### config.mk
export PLATFORM = sky130hd
export DESIGN_NAME = mdu
export DESIGN_NICKNAME = d
export VERILOG_FILES = /design/src/rtl/mdu_pkg.sv /design/src/rtl/mdu.sv
export SDC_FILE = /design/constraint.sdc
export NUM_CORES = 1
export LEC_CHECK = 0
export ABC_AREA = 1
export CORE_MARGIN = 2
export CORE_UTILIZATION = 50
export CTS_BUF_LIST = sky130_fd_sc_hd__clkbuf_4 sky130_fd_sc_hd__clkbuf_8
export DETAILED_ROUTE_END_ITERATION = 12
export DONT_BUFFER_PORTS = 1
export PLACE_DENSITY_LB_ADDON = 0.2
export RECOVER_POWER = 25
export SLEW_MARGIN = 20
export SYNTH_ARGS = -nofsm -noshare
export SYNTH_HDL_FRONTEND = slang
export SYNTH_SLANG_ARGS = --single-unit
export TNS_END_PERCENT = 5
### constraint.sdc
create_clock -name clk_i -period 6.43 [get_ports clk_i]
set_input_delay 0.643 -clock clk_i [delete_from_list [all_inputs] [get_ports clk_i]]
set_output_delay 0.643 -clock clk_i [all_outputs]
set_load 0.02 [all_outputs]
### src/rtl/mdu_pkg.sv
// Shared types for the iterative multiply/divide unit.
package mdu_pkg;

    // RISC-V M-extension operations in funct3 order.
    typedef enum logic [2:0] {
        MDU_MUL    = 3'd0,
        MDU_MULH   = 3'd1,
        MDU_MULHSU = 3'd2,
        MDU_MULHU  = 3'd3,
        MDU_DIV    = 3'd4,
        MDU_DIVU   = 3'd5,
        MDU_REM    = 3'd6,
        MDU_REMU   = 3'd7
    } mdu_op_t;

    typedef enum logic [1:0] {
        IDLE  = 2'd0,
        CALC  = 2'd1,
        FIXUP = 2'd2,
        DONE  = 2'd3
    } mdu_state_t;

endpackage

### src/rtl/mdu.sv
// Iterative RISC-V M-extension multiply/divide unit: shift-add multiply and
// restoring divide on unsigned magnitudes, sign fixup afterwards.
module mdu
    import mdu_pkg::*;
#(
    parameter int unsigned XLEN   = 32,
    parameter int unsigned UNROLL = 1
) (
    input  logic            clk_i,
    input  logic            rst_i,
    output logic            input_ready_o,
    input  logic            input_valid_i,
    input  logic [XLEN-1:0] operand1_i,
    input  logic [XLEN-1:0] operand2_i,
    input  logic [2:0]      op_i,
    input  logic            reg_write_i,
    input  logic [4:0]      reg_addr_i,
    input  logic            flush_i,
    input  logic            output_ready_i,
    output logic            output_valid_o,
    output logic [XLEN-1:0] result_o,
    output logic            reg_write_o,
    output logic [4:0]      reg_addr_o,
    output logic            busy_o
);

    localparam int unsigned CNT_W = $clog2(XLEN + 1);
    localparam int unsigned ITERS = XLEN / UNROLL;
    localparam logic [XLEN-1:0] MOST_NEG = {1'b1, {(XLEN-1){1'b0}}};

    function automatic logic [XLEN-1:0] cond_neg(input logic [XLEN-1:0] v, input logic neg);
        return neg ? -v : v;
    endfunction

    mdu_state_t        state_q;
    mdu_op_t           op_q;
    logic              sign1_q;
    logic              sign2_q;
    logic [CNT_W-1:0]  cnt_q;
    logic [2*XLEN-1:0] acc_q;
    logic [XLEN-1:0]   opb_q;
    logic [XLEN-1:0]   result_q;
    logic              valid_q;
    logic              ready_q;
    logic              reg_write_q;
    logic [4:0]        reg_addr_q;

    // Operand signedness and magnitudes of the incoming operation.
    mdu_op_t         op_in;
    logic            sgn1_en;
    logic            sgn2_en;
    logic            sign1_in;
    logic            sign2_in;
    logic [XLEN-1:0] mag1_in;
    logic [XLEN-1:0] mag2_in;

    always_comb begin
        op_in   = mdu_op_t'(op_i);
        sgn1_en = 1'b0;
        sgn2_en = 1'b0;
        case (op_in)
            MDU_MUL, MDU_MULH, MDU_DIV, MDU_REM: begin
                sgn1_en = 1'b1;
                sgn2_en = 1'b1;
            end
            MDU_MULHSU: sgn1_en = 1'b1;
            default: ;
        endcase
        sign1_in = sgn1_en & operand1_i[XLEN-1];
        sign2_in = sgn2_en & operand2_i[XLEN-1];
        mag1_in  = cond_neg(operand1_i, sign1_in);
        mag2_in  = cond_neg(operand2_i, sign2_in);
    end

    // Division corner cases resolved at accept time without iterating.
    logic            is_div_in;
    logic            div_zero;
    logic            div_ovf;
    logic            special;
    logic [XLEN-1:0] special_res;

    always_comb begin
        is_div_in   = op_i[2];
        div_zero    = (operand2_i == '0);
        div_ovf     = ~op_i[0] & (operand1_i == MOST_NEG) & (operand2_i == '1);
        special     = is_div_in & (div_zero | div_ovf);
        special_res = '0;
        if (div_zero) begin
            special_res = op_i[1] ? operand1_i : '1;
        end else if (div_ovf) begin
            special_res = op_i[1] ? '0 : MOST_NEG;
        end
    end

    // UNROLL iterations of shift-add (multiply) or shift-subtract (divide).
    logic [2*XLEN-1:0] acc_d;
    logic [XLEN:0]     part;
    logic              qbit;

    always_comb begin
        acc_d = acc_q;
        part  = '0;
        qbit  = 1'b0;
        for (int unsigned i = 0; i < UNROLL; i++) begin
            if (op_q[2]) begin
                part = {acc_d[2*XLEN-1:XLEN], acc_d[XLEN-1]};
                qbit = (part >= {1'b0, opb_q});
                if (qbit) begin
                    part = part - {1'b0, opb_q};
                end
                acc_d = {part[XLEN-1:0], acc_d[XLEN-2:0], qbit};
            end else begin
                part  = {1'b0, acc_d[2*XLEN-1:XLEN]} + (acc_d[0] ? {1'b0, opb_q} : '0);
                acc_d = {part, acc_d[XLEN-1:1]};
            end
        end
    end

    // Sign correction of the unsigned result; unsigned ops carry zero signs.
    logic [2*XLEN-1:0] prod;
    logic [XLEN-1:0]   fixup_res;

    always_comb begin
        prod      = (sign1_q ^ sign2_q) ? -acc_q : acc_q;
        fixup_res = '0;
        case (op_q)
            MDU_MUL:                      fixup_res = prod[XLEN-1:0];
            MDU_MULH, MDU_MULHSU,
            MDU_MULHU:                    fixup_res = prod[2*XLEN-1:XLEN];
            MDU_DIV, MDU_DIVU:            fixup_res = cond_neg(acc_q[XLEN-1:0], sign1_q ^ sign2_q);
            MDU_REM, MDU_REMU:            fixup_res = cond_neg(acc_q[2*XLEN-1:XLEN], sign1_q);
            default:                      fixup_res = '0;
        endcase
    end

    always_ff @(posedge clk_i or negedge rst_i) begin
        if (!rst_i) begin
            state_q     <= IDLE;
            op_q        <= MDU_MUL;
            sign1_q     <= 1'b0;
            sign2_q     <= 1'b0;
            cnt_q       <= '0;
            acc_q       <= '0;
            opb_q       <= '0;
            result_q    <= '0;
            valid_q     <= 1'b0;
            ready_q     <= 1'b1;
            reg_write_q <= 1'b0;
            reg_addr_q  <= '0;
        end else if (flush_i) begin
            state_q <= IDLE;
            valid_q <= 1'b0;
            ready_q <= 1'b1;
        end else begin
            case (state_q)
                IDLE: begin
                    if (input_valid_i && ready_q) begin
                        op_q        <= op_in;
                        sign1_q     <= sign1_in;
                        sign2_q     <= sign2_in;
                        reg_write_q <= reg_write_i;
                        reg_addr_q  <= reg_addr_i;
                        ready_q     <= 1'b0;
                        if (special) begin
                            result_q <= special_res;
                            valid_q  <= 1'b1;
                            state_q  <= DONE;
                        end else begin
                            // Multiplier (or dividend) sits in the low half and shifts out.
                            acc_q   <= {{XLEN{1'b0}}, is_div_in ? mag1_in : mag2_in};
                            opb_q   <= is_div_in ? mag2_in : mag1_in;
                            cnt_q   <= CNT_W'(ITERS);
                            state_q <= CALC;
                        end
                    end
                end
                CALC: begin
                    acc_q <= acc_d;
                    cnt_q <= cnt_q - CNT_W'(1);
                    if (cnt_q == CNT_W'(1)) begin
                        state_q <= FIXUP;
                    end
                end
                FIXUP: begin
                    result_q <= fixup_res;
                    valid_q  <= 1'b1;
                    state_q  <= DONE;
                end
                DONE: begin
                    if (output_ready_i) begin
                        valid_q <= 1'b0;
                        ready_q <= 1'b1;
                        state_q <= IDLE;
                    end
                end
                default: state_q <= IDLE;
            endcase
        end
    end

    assign input_ready_o  = ready_q;
    assign output_valid_o = valid_q;
    assign result_o       = result_q;
    assign reg_write_o    = reg_write_q;
    assign reg_addr_o     = reg_addr_q;
    assign busy_o         = (state_q != IDLE);

endmodule

==> out/results.ini <==
[run_status]
status = finished with violations
violations = max-capacitance violations, max-slew violations

[routing]
wl_per_cell_um = 22.9
via_per_inst = 6.12
drc_errors = 0
ant_nets = 0
drt_wl_total_um = 89700
vias = 24000
dr.first_iter.drc_count = 3016
drt-pass1-iter-count = 7

[finish]
drive_gt1_share_pct = 2.96
fin_util_pct = 52.3
nNetsFinal = 3555
final_cell_area_um2 = 19600
fin_cells = 3925
syn_to_final_growth_pct = 3.54

[synth]
synth_top_area_share_pct = 23.6
synth_area_leaders = nand2_1, dfrtp_1, nor2_1
yosys.area.top_type = nand2_1
synth.avg_cell_area_um2 = 5.44
synth-edff-count = 0
synth-seq-cells = 149
syn_inst = 3475
ys_warn_count = 0
synth_ff_type = dfrtp_1
yosys-top-cells-count = nand2_1, nor2_1, inv_1, nand3_1, o21ai_0
syn_nets = 3630
syn_area_um2 = 18900
synth_most_common_cell = nand2_1
yosysUniqueCellTypes = 49
ys_async_sr_fraction_pct = 100
seq_area_frac_synth_pct = 19.7

[clocking]
clock_path_buffers = 2
clkSinkCount = 149
cts_tree = built
cts_buffers = 17
h-tree-depth = 4
cts_root_buf = clkbuf_8
cts.clk_slew.worst_paths_ns = 0.11
clk-insertion-delay-late_ns = 0.54

[sta]
whs_ns = 0.221
fin_crit_sh_pct = 65.1
hold_violations = 0
setup_viol = 0
slew_violations = 150
setup_tns_ns = 0
timing.slew.headroom_pct = -174
period_minus_slack_ns = 4.19
rsz0062_at_grt = no
worst_clock_skew_ns = 0.0250
tightest_slew_ns = 4.11
max_freq_mhz = 239

[setup_path]
cpPeakStageDelay_ns = 2.77
worstPathMaxFanout = 149
r2r-start = acc_q[0]$_DFFE_PN0P_
critPathKind = in2async
worstPathRequired_ns = 5.81
crit_slowest_cell = clkbuf_2
timing.rr.end = result_o[8]$_DFFE_PN0P_
critPathTopFamily = buffers and inverters
crit_buf_inv = 1
cp_data_arrival_time_ns = 3.57
critPathCaptureType = asynchronous set/reset pin
worst-r2r-cell-count = 15
cp_cell_sequence = clkbuf_2
r2r_slack_ns = 2.37
start_kind = input pin

[global_routing]
grt_pass1_vias = 22200
antenna_found_initial = 7
grtUsageTotal_pct = 45.9
grt_overflow_total = 0
grt_pass1_wl_um = 135000
grt_start_max_net_pins = 150

[placed_design]
dpl.cell_count = 3891
dpl.hpwl_um = 71000
place_congestion = 1.13
place_area_um2 = 19100
port_buffers = 0

[power]
p_per_area_nw_per_um2 = 525
switching_power_mw = 6.59
peakVddDrop_v = 0.000225
clockPowerShare_pct = 7.9
cellLeakagePower_nw = 10.3
p_sw_share_pct = 64.2
comb_power_share_pct = 70.6
p_seq_share_pct = 21.5
internal_power_mw = 3.68

[floorplan]
ios = 119
rows = 71
core-area_um2 = 37400
die_w_um = 198
die_y_um = 198
dieArea_um2 = 39400
start_util_pct = 50.5

[hold_path]
hp-class = in2reg
whs_path_depth = 2
min_from = reg_addr_i[1]
hold_end = reg_addr_o[1]$_DFFE_PN0P_

[run]
maxCapViolCount = 1

power groups by stage:
stage | sequential [mW] | clock, mW | combinational [mW]
2_1_floorplan | 1.85 | 0 | 4.90
3_3_place_gp | 2.17 | 0 | 6.88
3_5_place_dp | 2.19 | 0 | 6.88
4_1_cts | 2.17 | 0.798 | 6.94
5_1_grt | 2.23 | 0.836 | 7.89
6_report | 2.21 | 0.807 | 7.26
cell type report:
class                   count  area (um2)
fillers                  4140       17800
multi-input cells        2786       13000
flip-flops and latches    149        3730
inverters                 426        1600
well taps                 511         639
clock buffers              17         234
clock inverters            15         174
repair buffers             20         148
diodes                      1        2.50
cell usage in the layout, fill, tap and decap left out, drive strengths merged, types with 5 or more instances in the layout:
cell | netlist | final
or2 | 15 | 15
nand3 | 350 | 350
a21oi | 160 | 160
xor2 | 40 | 40
xnor2 | 15 | 15
o21bai | 7 | 7
clkbuf | 59 | 18
o21ai | 272 | 272
buf | 55 | 19
o22ai | 12 | 12
dfrtp | 148 | 148
inv | 424 | 436
nand3b | 17 | 17
nand4 | 43 | 43
clkinv | 2 | 5
nor2 | 492 | 492
ha | 75 | 75
o211ai | 26 | 26
a31oi | 16 | 16
nor3 | 26 | 26
nand2 | 1194 | 1194
a21o | 10 | 10
through the flow:
stage | power [mW] | worst slack, ns
2_1_floorplan | 6.74 | 3.78
3_3_place_gp | 9.05 | 2.64
3_5_place_dp | 9.07 | 2.63
4_1_cts | 9.90 | 2.61
5_1_grt | 11.0 | 1.57
6_report | 10.3 | 2.24
state kept, by name (all words and copies together) (netlist names):
register and cells:
opb_q 32, state_q 2, reg_write_o 1, sign1_q 1, cnt_q 6, result_o 32
output_valid_o 1, acc_q 64, reg_addr_o 5, sign2_q 1, op_q 3, input_ready_o 1
worst max-delay path by stage:
stage,startpoint,end,cells past startpoint
3_5_place_dp,acc_q[0]$_DFFE_PN0P_,acc_q[61]$_DFFE_PN0P_,19
3_3_place_gp,acc_q[0]$_DFFE_PN0P_,result_o[8]$_DFFE_PN0P_,15
4_1_cts,acc_q[0]$_DFFE_PN0P_,acc_q[61]$_DFFE_PN0P_,19
2_1_floorplan,acc_q[0]$_DFFE_PN0P_,acc_q[61]$_DFFE_PN0P_,21
5_1_grt,rst_i,op_q[2]$_DFFE_PN0P_,1
6_report,rst_i,op_q[2]$_DFFE_PN0P_,1
layer usage:
| layer | track usage [%] | wire length, um |
|---|---|---|
| met1 | 56.4 | 33600 |
| met2 | 70.1 | 38100 |
| met3 | 12.5 | 10600 |
| met4 | 31.5 | 7390 |
| met5 | 0 | 65 |
logic make-up (layout without fill, tap and decap cells):
kind of cell | Yosys count | count (layout) | share of synthesized area (%)
AOI/OAI and AO/OA | 512 | 512 | 14.5
DFF | 149 | 149 | 19.7
buffers and inverters | 540 | 478 | 11.3
other | 0 | 1 | 0
and+or+nand+nor | 2142 | 2142 | 46.8
xor gates and xnor gates | 55 | 55 | 2.55
adders and majority gates | 77 | 77 | 5.18
what timing repair did:
item,in CTS,in global routing
endpoints found under the hold margin,149,0
gates resized for setup,0,0
hold buffers,1,0
setup buffers,0,0
Note: power is estimated with default switching activity, not from simulation.
